<file path="config.mk">
export PLATFORM = sky130hd
export DESIGN_NAME = mem_block_copy
export DESIGN_NICKNAME = d
export VERILOG_FILES = /design/src/rtl/mem_block_copy.sv
export SDC_FILE = /design/constraint.sdc
export NUM_CORES = 1
export LEC_CHECK = 0
export BUFFER_PORTS_ARGS = -buffer_cell sky130_fd_sc_hd__buf_4
export CAP_MARGIN = 20
export CORE_ASPECT_RATIO = 0.8
export CORE_MARGIN = 2
export CORE_UTILIZATION = 56
export DETAILED_ROUTE_END_ITERATION = 7
export GPL_TIMING_DRIVEN = 0
export PLACE_DENSITY = 0.77
export SYNTH_ARGS = -nofsm -noshare
export SYNTH_HDL_FRONTEND = slang
export SYNTH_SLANG_ARGS = --single-unit
</file>
<file path="constraint.sdc">
create_clock -name clk -period 3.01 [get_ports clk]
set_clock_uncertainty 0.15 [all_clocks]
set_input_delay 0.1505 -clock clk [delete_from_list [all_inputs] [get_ports clk]]
set_output_delay 0.1505 -clock clk [all_outputs]
set_load 0.03 [all_outputs]
</file>
<file path="src/rtl/mem_block_copy.sv">
// rtl/mem_block_copy.sv - memory-to-memory block copy engine with overlap-safe direction
//
// Copies len words from src to dst through the single-port data memory, two
// cycles per word (READ then WRITE), and accumulates a mod-2^DW sum of the
// words read. The copy runs descending when dst > src so that an overlapping
// destination never overwrites source words before they are read.
//
// Ports:
//   clk, rst      clock, asynchronous active-high reset
//   start         copy request, sampled only in IDLE
//   src, dst, len first source address, first destination address, word count
//   busy          high in READ and WRITE (memory port owned by this block)
//   done          one-cycle completion pulse
//   sum           sum of the words read by the last copy
//   adr           memory word address
//   data          memory write data
//   memwen        memory write enable
//   resMem        memory read data, combinational from adr

module mem_block_copy #(
  parameter int AW = 10,
  parameter int DW = 16
) (
  input  logic          clk,
  input  logic          rst,
  input  logic          start,
  input  logic [AW-1:0] src,
  input  logic [AW-1:0] dst,
  input  logic [AW-1:0] len,
  output logic          busy,
  output logic          done,
  output logic [DW-1:0] sum,
  output logic [AW-1:0] adr,
  output logic [DW-1:0] data,
  output logic          memwen,
  input  logic [DW-1:0] resMem
);

  typedef enum logic [1:0] {
    S_IDLE  = 2'd0,
    S_READ  = 2'd1,
    S_WRITE = 2'd2,
    S_DONE  = 2'd3
  } state_t;

  localparam logic [AW-1:0] ONE = {{(AW-1){1'b0}}, 1'b1};

  state_t        state;
  logic [AW-1:0] src_ptr;
  logic [AW-1:0] dst_ptr;
  logic [AW-1:0] cnt;
  logic [DW-1:0] buf_q;
  logic          desc;

  // Start-time pointer setup; all arithmetic wraps modulo 2^AW.
  logic          start_desc;
  logic [AW-1:0] len_m1;
  logic [AW-1:0] src_first;
  logic [AW-1:0] dst_first;

  // Pointers after the current word, in the latched direction.
  logic [AW-1:0] src_next;
  logic [AW-1:0] dst_next;

  always_comb begin
    start_desc = (dst > src);
    len_m1     = len - ONE;
    src_first  = start_desc ? (src + len_m1) : src;
    dst_first  = start_desc ? (dst + len_m1) : dst;
    src_next   = desc ? (src_ptr - ONE) : (src_ptr + ONE);
    dst_next   = desc ? (dst_ptr - ONE) : (dst_ptr + ONE);
  end

  // Single state machine; every output is loaded with the value it must hold
  // in the state being entered, so all outputs come straight from flops.
  always_ff @(posedge clk or posedge rst) begin
    if (rst) begin
      state   <= S_IDLE;
      src_ptr <= '0;
      dst_ptr <= '0;
      cnt     <= '0;
      buf_q   <= '0;
      desc    <= 1'b0;
      busy    <= 1'b0;
      done    <= 1'b0;
      sum     <= '0;
      adr     <= '0;
      data    <= '0;
      memwen  <= 1'b0;
    end else begin
      case (state)
        S_IDLE: begin
          if (start) begin
            src_ptr <= src_first;
            dst_ptr <= dst_first;
            cnt     <= len;
            desc    <= start_desc;
            sum     <= '0;
            memwen  <= 1'b0;
            if (len == '0) begin
              state <= S_DONE;
              busy  <= 1'b0;
              done  <= 1'b1;
              adr   <= '0;
              data  <= '0;
            end else begin
              state <= S_READ;
              busy  <= 1'b1;
              done  <= 1'b0;
              adr   <= src_first;
              data  <= buf_q;
            end
          end else begin
            busy   <= 1'b0;
            done   <= 1'b0;
            adr    <= '0;
            data   <= '0;
            memwen <= 1'b0;
          end
        end

        S_READ: begin
          buf_q  <= resMem;
          sum    <= sum + resMem;
          state  <= S_WRITE;
          adr    <= dst_ptr;
          data   <= resMem;
          memwen <= 1'b1;
        end

        S_WRITE: begin
          src_ptr <= src_next;
          dst_ptr <= dst_next;
          cnt     <= cnt - ONE;
          memwen  <= 1'b0;
          if (cnt == ONE) begin
            state <= S_DONE;
            busy  <= 1'b0;
            done  <= 1'b1;
            adr   <= '0;
            data  <= '0;
          end else begin
            state <= S_READ;
            adr   <= src_next;
            data  <= buf_q;
          end
        end

        S_DONE: begin
          state  <= S_IDLE;
          busy   <= 1'b0;
          done   <= 1'b0;
          adr    <= '0;
          data   <= '0;
          memwen <= 1'b0;
        end

        default: begin
          state  <= S_IDLE;
          busy   <= 1'b0;
          done   <= 1'b0;
          adr    <= '0;
          data   <= '0;
          memwen <= 1'b0;
        end
      endcase
    end
  end

endmodule

</file>
==> flow_summary_export.csv <==
group,metric,value,unit
run_status,outcome,"completed",
sta,period_share,0.9443,
route,drt_pass1_iterations,5,
route,routed_via_density,5.936,
job,drv_cap,0,
sta,rsz0062_at_grt,"false",
synth,synth_edf_count,0,
floorplanning,coreArea,11390,µm²
route,drc,0,
setup_path,worstPathRequired,3070,ps
pwr,power_density,918.7,nW/µm²
synth,ys_top_cells_by_count,"nand2_1, dfrtp_1, ha_1, o21ai_0, nor2_1",
sta,slew_viol_final,0,
floorplanning,die_y,100.2,µm
clock_network,cts-buffers-inserted,9,
synth,async_flop_share,1.000,
place,dp_hpwl,13210,µm
cells_and_area,final-instance-count-excl-fill,996,
cells_and_area,drive_gt1_frac,0.1439,
pwr,leakage,3.714,nW
route,ant_nets,0,
pwr,ir_drop,0.0004305,V
grt,antenna_found_initial,0,
grt,grt_max_degree,53,
setup_path,crit_arrival,2900,ps
synth,syn_nets,833,
sta,setup_viol,0,
route,wl_per_cell,17.44,µm
cells_and_area,nets,959,
setup_path,setup.worst_path.start_class,"primary input",
cells_and_area,synthToLayoutAreaGrowth,22.19,%
synth,syn_avg_cell_area,9.027,µm²
sta,slew-limit-headroom,0.5338,
synth,synthFlopType,"dfrtp_1",
synth,synth_top_area_frac,0.3634,
min_path,whs_path_depth,3,
clock_network,cts_tree,"built",
clock_network,cts_setup_buffers,0,
synth,synth_seq_area_share,0.3634,
min_path,min_path_type,"in2reg",
synth,synth_warnings,0,
sta,fin_crit,2842,ps
synth,synth_cell_types,64,
synth,synth_cells,717,
min_path,min_to,"dst_ptr[9]",
clock_network,clk_pin_slew,70,ps
floorplanning,dieArea,12440,µm²
grt,grt_pass1_vias,5761,
setup_path,worstRegToRegCells,10,
clock_network,htree_levels,3,
synth,ys_seq_elements,94,
setup_path,cp-end-kind,"flop",
grt,gr-usage-all-layers,0.2943,
route,vias,5912,
place,gp_congestion,0.9299,
sta,fin_hold_ws,24.28,ps
synth,yosysMostFrequentCell,"nand2_1",
floorplanning,die_w,124.2,µm
setup_path,critPathKind,"in2reg",
sta,hold_viol_final,0,
floorplanning,start_util,0.5685,
sta,max_freq,351.8,MHz
setup_path,worstPathMaxFanout,3,
place,numPlacedInstances,958,
synth,synth_top_area_cell,"dfrtp_1",
sta,worst_pin_slew,694.6,ps
route,routed_wl,17370,µm
floorplanning,num_rows,35,
grt,grt_pass1_wl,28430,µm
clock_network,clock_path_buffers,2,
pwr,finalPower,7.266,mW
setup_path,rrSetupSlack,210,ps
floorplanning,ioPinCount,94,
clock_network,root_buffer,"clkbuf_16",
synth,syn_area,6472,µm²
grt,overflow,0,
clock_network,worstSkewPairLatency,340,ps
setup_path,r2r_end,"sum[14]",
route,drt-initial-drc-count,493,
setup_path,r2r-start,"sum[0]",
synth,synth.area.top_cells,"dfrtp_1, ha_1, nand2_1",
place,portBuffers,92,
clock_network,cts.sinks,94,
min_path,hp-start,"dst[9]",
cells_and_area,diodes,0,
## cells in the final DEF, fill, tap and decap left out, drive strengths merged, types with 9 or more instances in the layout
cell	instances
dfrtp	94
a22oi	13
nor2	44
dlygate4sd3	22
a211oi	10
nor2b	9
buf	96
xor2	25
a21oi	37
nor3	22
ha	62
nand3	12
a22o	20
xnor2	24
inv	40
nand2	97
mux2i	16
clkbuf	33
o21ai	56
a21o	15
## sequential cells by signal, indices dropped and copies added, names as in the netlist
register  count
buf_q        16
data         16
sum          16
adr          10
cnt          10
dst_ptr      10
src_ptr      10
state         2
busy          1
desc          1
done          1
memwen        1
## routing by layer
layer,global-route usage,part of all wire,vias up
li1,-,-,2837
met3,0.04659,0.059,22
met1,0.4415,0.48,2838
met2,0.4426,0.45,215
met5,0,0,-
met4,0.08124,0.011,0
## logic make-up (layout without fill, tap and decap cells)
family,Yosys count,after routing,synth area share
AND/OR/NAND/NOR,214,214,0.1477
flip-flops,94,94,0.3634
XOR/XNOR,49,49,0.06631
multiplexers,17,17,0.02648
adder cells (fa/ha/maj),67,67,0.1353
buffers and inverters,66,197,0.04021
AO/OA/AOI/OAI,210,210,0.2206
## report_power, final
part | internal (mW) | leakage [nW] | total [mW] | switching [mW]
Combinational | 1.73 | 2.48 | 3.99 | 2.27
Sequential | 1.71 | 1.10 | 2.12 | 0.407
Clock | 0.649 | 0.139 | 1.15 | 0.501
Total | 4.09 | 3.71 | 7.27 | 3.18
## repair_timing
item | in CTS | in global routing
resized for setup | 1 | 6
setup endpoints to repair | 3 | 5
gates cloned | 0 | 0
hold buffers | 22 | 0
hold endpoints to repair | 79 | 0
## how the worst max path moves through the flow
| stage | from | endpoint | cells after the start |
|---|---|---|---|
| floorplan | rst | adr[0] | 1 |
| global placement | rst | cnt[7] | 2 |
| detailed placement | len[0] | adr[9] | 14 |
| finish | resMem[0] | sum[14] | 12 |
| CTS | len[0] | adr[9] | 14 |
| global route | desc | dst_ptr[8] | 10 |
## per-stage QoR
stage / area (µm²) / TNS [ps] / utilization / setup slack (ps)
final: 7909 / 0 / 0.6946 / 167.7
after global routing: 7909 / 0 / 0.6946 / 2.499
after CTS: 7896 / 0 / 0.6935 / 108.8
after detailed placement: 7378 / -759.5 / 0.6480 / -243.4
after global placement: 7348 / -82970 / 0.6454 / -883.3
after floorplan: 6472 / 0 / - / 260.8
## area by class of cell
class                      count  area [µm²]
buffer                        26       110.1
clock buffer                  10       229.0
clock inverter                 6       67.56
fill                         890        3477
inverter                      40       152.6
multi-input combinational    557        3870
sequential                    94        2356
tap                          148       185.2
timing repair buffer         115       938.4
## worst max-delay path: stages
cell and delay (ps):
dlygate4sd3_1 530, buf_4 140, ha_1 210, fa_1 420, a21o_1 180, a21oi_1 280, o211ai_1 220, nand4_1 210
nand3_1 100, a31oi_1 210, xor2_1 150, o21ai_0 90
(Power assumes the default switching activity.)
